**config.mk**
```make
export PLATFORM = sky130hd
export DESIGN_NAME = row_sequencer
export DESIGN_NICKNAME = d
export VERILOG_FILES = /design/src/rtl/row_seq_pkg.sv /design/src/rtl/row_onehot_dec.sv /design/src/rtl/row_sequencer.sv
export SDC_FILE = /design/constraint.sdc
export NUM_CORES = 1
export LEC_CHECK = 0
export ABC_AREA = 1
export BUFFER_PORTS_ARGS = -buffer_cell sky130_fd_sc_hd__buf_2
export CORE_ASPECT_RATIO = 0.6
export CORE_MARGIN = 2
export CORE_UTILIZATION = 52
export DETAILED_ROUTE_END_ITERATION = 12
export PLACE_DENSITY = 0.78
export RECOVER_POWER = 25
export SYNTH_ARGS = -nofsm -noshare
export SYNTH_HDL_FRONTEND = slang
export SYNTH_SLANG_ARGS = --single-unit
```
**constraint.sdc**
```tcl
create_clock -name clk -period 2 [get_ports clk]
set_input_delay 0.2 -clock clk [delete_from_list [all_inputs] [get_ports clk]]
set_output_delay 0.2 -clock clk [all_outputs]
set_load 0.02 [all_outputs]
```
**src/rtl/row_seq_pkg.sv**
```systemverilog
// ----------------------------------------------------------------------------
// row_seq_pkg
// Shared types for the word-line row sequencer.
//   op_mode_e : operation codes carried on op_mode
//   state_e   : sequencer FSM states
//   is_mac()  : true for the two multi-row MAC modes
// The PRE state is only reachable when ROW_SEQ_PRECHARGE_EN is defined.
// ----------------------------------------------------------------------------
package row_seq_pkg;

   typedef enum logic [1:0] {
      WRITE   = 2'b00,
      MAC_WL  = 2'b01,
      MAC_WLB = 2'b10,
      CAM     = 2'b11
   } op_mode_e;

   typedef enum logic [1:0] {
      IDLE  = 2'b00,
      PRE   = 2'b01,
      PULSE = 2'b10
   } state_e;

   function automatic logic is_mac(input op_mode_e i_mode);
      return (i_mode == MAC_WL) || (i_mode == MAC_WLB);
   endfunction

endpackage

```
**src/rtl/row_onehot_dec.sv**
```systemverilog
// ----------------------------------------------------------------------------
// row_onehot_dec
// Combinational binary-to-one-hot row decoder.
//   i_row    [ADDR_W-1:0]   row number
//   o_onehot [2**ADDR_W-1:0] single bit set at position i_row
// ----------------------------------------------------------------------------
module row_onehot_dec #(
   parameter  int ADDR_W = 4,
   localparam int ROWS   = 2 ** ADDR_W
) (
   input  logic [ADDR_W-1:0] i_row,
   output logic [ROWS-1:0]   o_onehot
);

   always_comb begin
      o_onehot        = '0;
      o_onehot[i_row] = 1'b1;
   end

endmodule

```
**src/rtl/row_sequencer.sv**
```systemverilog
// ----------------------------------------------------------------------------
// row_sequencer
// Word-line pulse sequencer for a compute-in-memory array. Accepts one
// operation at a time and drives registered WL/WLB patterns for PULSE_CYC
// cycles per row; MAC modes walk burst_len+1 consecutive rows (wrapping).
//
// Build option: ROW_SEQ_PRECHARGE_EN -- when defined, every pulse is preceded
// by PRE_CYC precharge cycles with WL=WLB=0; when undefined, pulses run
// back-to-back and the row switches on a single edge.
//
// Ports
//   clk        in   clock, all state on rising edge
//   rst        in   synchronous active-high reset
//   cs         in   chip select; low aborts any operation
//   op_valid   in   operation request
//   op_ready   out  sequencer idle and selected
//   op_mode    in   [1:0] WRITE / MAC_WL / MAC_WLB / CAM
//   addr       in   [ADDR_W-1:0] start row
//   burst_len  in   [ADDR_W-1:0] MAC rows minus one
//   data       in   [ROWS-1:0] CAM search key
//   WL, WLB    out  [ROWS-1:0] registered word lines
//   row_idx    out  [ADDR_W-1:0] row currently pulsed
//   done       out  one-cycle completion pulse
// ----------------------------------------------------------------------------
module row_sequencer
   import row_seq_pkg::*;
#(
   parameter  int ROWS      = 16,
   parameter  int PULSE_CYC = 2,
   parameter  int PRE_CYC   = 1,
   localparam int ADDR_W    = $clog2(ROWS)
) (
   input  logic              clk,
   input  logic              rst,
   input  logic              cs,
   input  logic              op_valid,
   output logic              op_ready,
   input  logic [1:0]        op_mode,
   input  logic [ADDR_W-1:0] addr,
   input  logic [ADDR_W-1:0] burst_len,
   input  logic [ROWS-1:0]   data,
   output logic [ROWS-1:0]   WL,
   output logic [ROWS-1:0]   WLB,
   output logic [ADDR_W-1:0] row_idx,
   output logic              done
);

   // One down-counter serves both the precharge gap and the pulse width.
   localparam int CNT_MAX = (PULSE_CYC > PRE_CYC) ? PULSE_CYC : PRE_CYC;
   localparam int CNT_W   = (CNT_MAX < 2) ? 1 : $clog2(CNT_MAX);
   localparam logic [CNT_W-1:0] PULSE_LOAD = CNT_W'(PULSE_CYC - 1);
`ifdef ROW_SEQ_PRECHARGE_EN
   localparam logic [CNT_W-1:0] PRE_LOAD   = CNT_W'(PRE_CYC - 1);
`endif

   state_e              r_state,  w_state_nxt;
   logic [CNT_W-1:0]    r_cnt,    w_cnt_nxt;
   logic [ADDR_W-1:0]   r_left,   w_left_nxt;
   op_mode_e            r_mode,   w_mode_nxt;
   logic [ROWS-1:0]     r_data,   w_data_nxt;
   logic [ADDR_W-1:0]   r_row,    w_row_nxt;
   logic                r_done,   w_done_nxt;
   logic [ROWS-1:0]     r_wl,     w_wl_nxt;
   logic [ROWS-1:0]     r_wlb,    w_wlb_nxt;
   logic [ROWS-1:0]     w_onehot;
   logic                w_accept;

   assign op_ready = (r_state == IDLE) & cs & ~rst;
   assign w_accept = op_valid & op_ready;

   // Next-state / next-field logic. Fields are taken straight from the inputs
   // on the accept edge so the first pulse can start on that same edge.
   always_comb begin
      // NOTE: every output of this block gets a default first so no path
      // leaves a variable unassigned, which would otherwise infer a latch.
      w_state_nxt = r_state;
      w_cnt_nxt   = r_cnt;
      w_left_nxt  = r_left;
      w_mode_nxt  = r_mode;
      w_data_nxt  = r_data;
      w_row_nxt   = r_row;
      w_done_nxt  = 1'b0;

      if (!cs) begin
         // Abort: drop the rest of any burst, no completion pulse.
         w_state_nxt = IDLE;
         w_cnt_nxt   = '0;
         w_left_nxt  = '0;
      end else begin
         case (r_state)
            IDLE: begin
               if (w_accept) begin
                  w_mode_nxt = op_mode_e'(op_mode);
                  w_data_nxt = data;
                  w_row_nxt  = addr;
                  w_left_nxt = is_mac(op_mode_e'(op_mode)) ? burst_len : '0;
`ifdef ROW_SEQ_PRECHARGE_EN
                  w_state_nxt = PRE;
                  w_cnt_nxt   = PRE_LOAD;
`else
                  w_state_nxt = PULSE;
                  w_cnt_nxt   = PULSE_LOAD;
`endif
               end
            end
`ifdef ROW_SEQ_PRECHARGE_EN
            PRE: begin
               if (r_cnt == '0) begin
                  w_state_nxt = PULSE;
                  w_cnt_nxt   = PULSE_LOAD;
               end else begin
                  w_cnt_nxt = r_cnt - 1'b1;
               end
            end
`endif
            PULSE: begin
               if (r_cnt != '0) begin
                  w_cnt_nxt = r_cnt - 1'b1;
               end else if (r_left == '0) begin
                  w_state_nxt = IDLE;
                  w_done_nxt  = 1'b1;
               end else begin
                  // ROWS is a power of two, so the increment wraps naturally.
                  w_left_nxt = r_left - 1'b1;
                  w_row_nxt  = r_row + 1'b1;
`ifdef ROW_SEQ_PRECHARGE_EN
                  w_state_nxt = PRE;
                  w_cnt_nxt   = PRE_LOAD;
`else
                  w_cnt_nxt   = PULSE_LOAD;
`endif
               end
            end
            default: w_state_nxt = IDLE;
         endcase
      end
   end

   row_onehot_dec #(
      .ADDR_W (ADDR_W)
   ) u_dec (
      .i_row    (w_row_nxt),
      .o_onehot (w_onehot)
   );

   // Word-line pattern for the coming cycle; nonzero only while pulsing.
   always_comb begin
      w_wl_nxt  = '0;
      w_wlb_nxt = '0;
      if (w_state_nxt == PULSE) begin
         case (w_mode_nxt)
            WRITE: begin
               w_wl_nxt  = w_onehot;
               w_wlb_nxt = w_onehot;
            end
            MAC_WL:  w_wl_nxt  = w_onehot;
            MAC_WLB: w_wlb_nxt = w_onehot;
            CAM: begin
               w_wl_nxt  = w_data_nxt;
               w_wlb_nxt = ~w_data_nxt;
            end
         endcase
      end
   end

   // NOTE: sequential state uses non-blocking assignments so every register
   // samples the pre-edge values regardless of statement order.
   always_ff @(posedge clk) begin
      if (rst) begin
         r_state <= IDLE;
         r_cnt   <= '0;
         r_left  <= '0;
         r_mode  <= WRITE;
         r_data  <= '0;
         r_row   <= '0;
         r_done  <= 1'b0;
         r_wl    <= '0;
         r_wlb   <= '0;
      end else begin
         r_state <= w_state_nxt;
         r_cnt   <= w_cnt_nxt;
         r_left  <= w_left_nxt;
         r_mode  <= w_mode_nxt;
         r_data  <= w_data_nxt;
         r_row   <= w_row_nxt;
         r_done  <= w_done_nxt;
         r_wl    <= w_wl_nxt;
         r_wlb   <= w_wlb_nxt;
      end
   end

   assign WL      = r_wl;
   assign WLB     = r_wlb;
   assign row_idx = r_row;
   assign done    = r_done;

endmodule

```
======== Word-level counts from Yosys, hierarchy flattened ========
Cells that the tools add are included.
Widths: inputs -> output; s select.
operators by class
  add/sub/neg operators ................... 3
  $lt $le $gt $ge ......................... 2
  equality and inequality tests ........... 10
  multiplexer cells ....................... 30
  bitwise gates (word level) .............. 8
  reduce and logical (&&, ||, !) cells .... 13
operators with widths
  cell                 number
  $pmux 16 s2          2
  $mux 16              3
  $mux 4               8
  $not 16->16          1
  $pmux 4 s2           2
  $mux 2               7
  $eq 2x2->1 const B   5
  $reduce_or 2->1      4
  $ne 2x2->1 const B   3
  $lt 4x5->1 const B   1
  $mux 1               5
  $add 4x1->4 const B  1
  $demux 1 s4          1
  $eq 2x1->1 const B   2
  $ge 4x1->1 const B   1
  $logic_not 2->1      2
  $logic_not 4->1      1
  $not 1->1            4
  $pmux 2 s2           1
  $reduce_and 4->1     1
  $reduce_or 4->1      1
  $sub 4x1->4 const B  1
  $and 1x1->1          3
  $pmux 1 s2           1
  5 further kinds      5
storage, ports and cells
  flip-flop bits (word level) ............. 62
  input bits .............................. 30
  output and inout bits ................... 38
  logic and storage cells ................. 75

======== Logic depth before layout (Yosys ltp) ========
  word-level depth ........................ 12
  depth in mapped cells ................... 12
  depth with buffers taken out ............ 12

======== Cells and area by module ========
Synthesis repeated with hierarchy kept, for this count alone.
unflattened totals
  cells, all modules ...................... 434
  area, all modules ....................... 3045.4 um^2
modules (own cells, without submodules)
  module          times used  cells each  area an instance (um^2)  sequential area each (um^2)
  row_sequencer   1           406         2940.3                   1241.2
  row_onehot_dec  1           28          105.1                    0.0

======== Worst setup path before layout ========
Ideal clock, no wire load.
  path type ............................... register -> register
  start ................................... reg r_left[0]
  end ..................................... reg r_wl[4], in the netlist WL[4]
  library setup time ...................... 0.070 ns
  data arrival time ....................... 1.673 ns
  data required time ...................... 1.930 ns
  path slack .............................. 0.257 ns
  cell stages (with the launch flop) ...... 12
  buffers on the path ..................... 0
  period minus slack after synthesis ...... 1.743 ns
  cell sequence ........................... dfxtp_1 > inv_1 > ha_1 > nand2_1 > nand2_1 > nand2_1 > nand3_1 > nand2_1 > nand2_1 > nor2_1 > nand4_1 > a21oi_1
on the way
  cells in the longest elaborated chain, start to end .. 10
  elaborated cells on any way between the ends .. 18
  classes of those cells .................. order compare: 2; eq/ne: 1; mux: 11; bitwise: 1; reduce/logical: 3
RTL lines
  what                                                                   RTL line              source
  start, declared                                                        row_sequencer.sv:58   logic [ADDR_W-1:0] r_left, w_left_nxt;
  start signal, assigned                                                 row_sequencer.sv:182  r_left <= w_left_nxt;
  $logic_not 4->1 (*)                                                    row_sequencer.sv:119  end else if (r_left == '0) begin
  $mux 4                                                                 row_sequencer.sv:119
  $mux 4                                                                 row_sequencer.sv:117  if (r_cnt != '0) begin
  $pmux 4 s2                                                             row_sequencer.sv:90   case (r_state)
  $mux 4                                                                 row_sequencer.sv:84   if (!cs) begin
  $lt 4x5->1 (not written as such) / $ge 4x1->1 (equally long branches)  row_onehot_dec.sv:17  o_onehot[i_row] = 1'b1;
  $logic_and 1x1->1 (not written as such)                                row_onehot_dec.sv:17
  $mux 1 (not written as such)                                           row_onehot_dec.sv:17
  $demux 1 s4                                                            -
  $pmux 16 s2                                                            row_sequencer.sv:151  case (w_mode_nxt)
  end signal, assigned                                                   row_sequencer.sv:187  r_wl <= w_wl_nxt;
  end, declared                                                          row_sequencer.sv:63   logic [ROWS-1:0] r_wl, w_wl_nxt;
Every way passes the cells marked *; elsewhere a longest branch is shown, timed or not.
A chain may end at the register's enable or synchronous reset.

======== Worst setup path in the final report ========
  start ................................... reg r_state[0]
  end ..................................... reg r_wl[14], in the netlist WL[14]
on the way
  cells in the longest elaborated chain, start to end .. 12
  elaborated cells on any way between the ends .. 32
  classes of those cells .................. order compare: 2; eq/ne: 4; mux: 17; bitwise: 4; reduce/logical: 5
RTL lines
  what                                                                   RTL line                                  source
  start, declared                                                        row_sequencer.sv:56                       state_e r_state, w_state_nxt;
  start signal, assigned                                                 row_sequencer.sv:180                      r_state <= w_state_nxt;
  $logic_not 2->1                                                        row_sequencer.sv:68, row_sequencer.sv:90
  $and 1x1->1 (2 in series)                                              row_sequencer.sv:68                       assign op_ready = (r_state == IDLE) & cs & ~rst;
  $and 1x1->1                                                            row_sequencer.sv:69                       assign w_accept = op_valid & op_ready;
  $mux 4                                                                 row_sequencer.sv:92                       if (w_accept) begin
  $pmux 4 s2                                                             row_sequencer.sv:90
  $mux 4                                                                 row_sequencer.sv:84
  $lt 4x5->1 (not written as such) / $ge 4x1->1 (equally long branches)  row_onehot_dec.sv:17
  $logic_and 1x1->1 (not written as such)                                row_onehot_dec.sv:17
  $mux 1 (not written as such)                                           row_onehot_dec.sv:17
  $demux 1 s4                                                            -
  $pmux 16 s2                                                            row_sequencer.sv:151
Several ways; a longest one is shown, not always the timed one.

==> metrics.yaml <==
outcome: "completed"
hold_class: "in -> reg"
dp_cells: 503
drive_gt1_frac: 0.2102
grt_pass1_vias: 2360
cts-root-buf: "clkbuf_8"
p_per_area_nw_per_um2: 724.2
tightest_slew_ns: 0.5018
finalSetupViolations: 0
utilization: 0.6661
endpoint_kind: "flop"
drv_slew: 0
max-slew-margin-rel: 0.6619
fin_tns_setup_ns: 0
routabilityCongestion: 0.8102
clockBufferDepth: 2
yosysUniqueCellTypes: 28
nets: 481
fmax_mhz: 532.2
grtUsageTotal: 0.2478
clk_latency_ns: 0.33
timing.final.hold_violations: 0
vias_per_cell: 5.259
vias: 2724
synthFlopType: "dfxtp_1"
areaGrowthSynthToFinish_pct: 24.18
final_cells: 518
drc: 0
syn_inst: 370
routedWlPerCell_um: 13.57
io_buffers: 67
fill_cells: 463
ys_ff_latch: 62
start_kind: "flop"
diodes: 0
hold_buffers: 0
required_ns: 2.21
antenna_found_initial: 0
yosys_warnings: 0
dieArea_um2: 5827
syn_nets: 402
dpl.hpwl_um: 5080
ir_drop_mv: 0.4556
min_period_ns: 1.879
cts_made_buffers: 9
clock-sinks: 62
synth_area_per_cell_um2: 7.328
dr.pass1.iters: 5
ys_async_sr_fraction: 0
maxCapViolCount: 0
grt_pass1_wl_um: 11140
dieWidth_um: 97.22
clkTransAtPathRegs_ns: 0.06
fin_skew_ns: 0.003894
drtIter0Drc: 215
syn-cell-area_um2: 2711
grt_max_degree: 34
path_max_fanout: 22
die_y_um: 59.94
worst_ep_arrival_time_ns: 2.08
ant_nets: 0
drt_wl_total_um: 7028
finalCritPeriodShare: 0.9395
crit_type: "reg -> reg"
io-pin-count: 68
gr-total-overflow: 0
htreeDepth: 3
initial_core_util: 0.5364
cts_tree: "done"
core_um2: 5055
num_rows: 20
synth_seq_area_share: 0.4578
power_leakage_nw: 1.560
synth_edf_count: 0
rsz0062_at_grt: "true"
path summary, 6_finish.rpt:
check	startpoint	slack, ns	to	cells past startpoint
setup / recovery	r_state[0]	0.12	WL[14]	7
hold / removal	burst_len[3]	0.13	r_left[3]	3
setup reg to reg	r_state[0]	0.12	WL[14]	7
hold reg to reg	r_cnt	0.48	done	1
layout make-up:
cell class	instances	area, um^2	area share
clock buffer	13	168.9	0.05017
tap	66	82.58	0.02453
inverter	55	206.4	0.06132
timing repair buffer	84	445.4	0.1323
sequential	62	1241	0.3686
multi-input combinational	237	1217	0.3616
clock inverter	1	5.005	0.001486
critical path: stages (launching register included):
cell	delay [ns]
dfxtp_1	0.34
nor2_2	0.15
nand3_2	0.26
buf_4	0.30
o21ai_0	0.43
inv_1	0.08
nand2_1	0.09
a21oi_1	0.09
placed cells by master (no fill, tap or decap), types with 2 or more instances in the layout:
cell type,instances
nand2_1,70
dfxtp_1,62
inv_1,49
buf_2,43
a21oi_1,33
nand4_1,32
nor2_1,31
clkbuf_1,25
nand3_1,21
o21ai_0,21
buf_4,16
clkbuf_8,12
inv_2,5
nor2_4,4
nor2_2,3
nand2_2,3
xor2_1,3
a31oi_1,3
nand2_4,2
mux2i_2,2
Yosys cell counts (3+ instances only):
| cell type | instances | area, um^2 |
|---|---|---|
| buf_2 | 4 | 20.02 |
| dfxtp_1 | 62 | 1241 |
| inv_2 | 4 | 15.01 |
| a31oi_1 | 3 | 18.77 |
| nand3_1 | 21 | 105.1 |
| xor2_1 | 3 | 26.28 |
| a21oi_1 | 34 | 170.2 |
| clkbuf_1 | 8 | 30.03 |
| nor2_1 | 32 | 120.1 |
| nand4_1 | 32 | 200.2 |
| inv_1 | 50 | 187.7 |
| nor2_2 | 4 | 25.02 |
| nand2_1 | 73 | 274.0 |
| o21ai_0 | 21 | 105.1 |
flip-flops by register name, indices dropped and copies added (netlist names):
register	cells
row_idx	4
r_cnt	1
r_data	16
r_state	2
WLB	16
r_left	4
done	1
WL	16
r_mode	2
power by group:
part	switching (mW)	total [mW]	internal [mW]
sequential	0.00818	1.26	1.25
clock	0.429	0.964	0.536
combinational	0.138	0.213	0.0743
per-layer routing:
layer / GRT usage / up-vias / wire (um)
met5: 0 / - / 0
met4: 0.07143 / 0 / 76
met3: 0.08304 / 12 / 764
met1: 0.3421 / 1208 / 3283
met2: 0.3760 / 141 / 2904
li1: - / 1363 / -
timing repair:
item                       in CTS  in global routing
gates resized for setup         2                  8
setup endpoints to repair       7                 32
pin swaps                       0                  1
buffers inserted                0                  1
metrics by stage:
stage | hold slack [ns] | total power, mW | instance area (um^2) | worst slack, ns
2_1_floorplan | 0.2724 | 1.415 | 2711 | 0.2570
3_3_place_gp | 0.4572 | 1.486 | 3177 | 0.06913
3_5_place_dp | 0.4676 | 1.493 | 3177 | -0.05464
4_1_cts | 0.1167 | 2.452 | 3361 | 0.0006215
5_1_grt | 0.1694 | 2.531 | 3367 | -0.02402
6_report | 0.1288 | 2.438 | 3367 | 0.1210
cells by family (layout without fill, tap and decap cells):
kind of cell	after synthesis	count (layout)	share of synthesized area
muxes	2	2	0.01015
buffers and inverters	71	153	0.1084
DFF	62	62	0.4578
AOI/OAI and AO/OA	60	60	0.1135
adders and majority gates	2	2	0.009228
and+or+nand+nor	169	169	0.2898
other	1	1	0.001383
xor gates and xnor gates	3	3	0.009693
No activity file was read; power rests on OpenSTA's default activity.
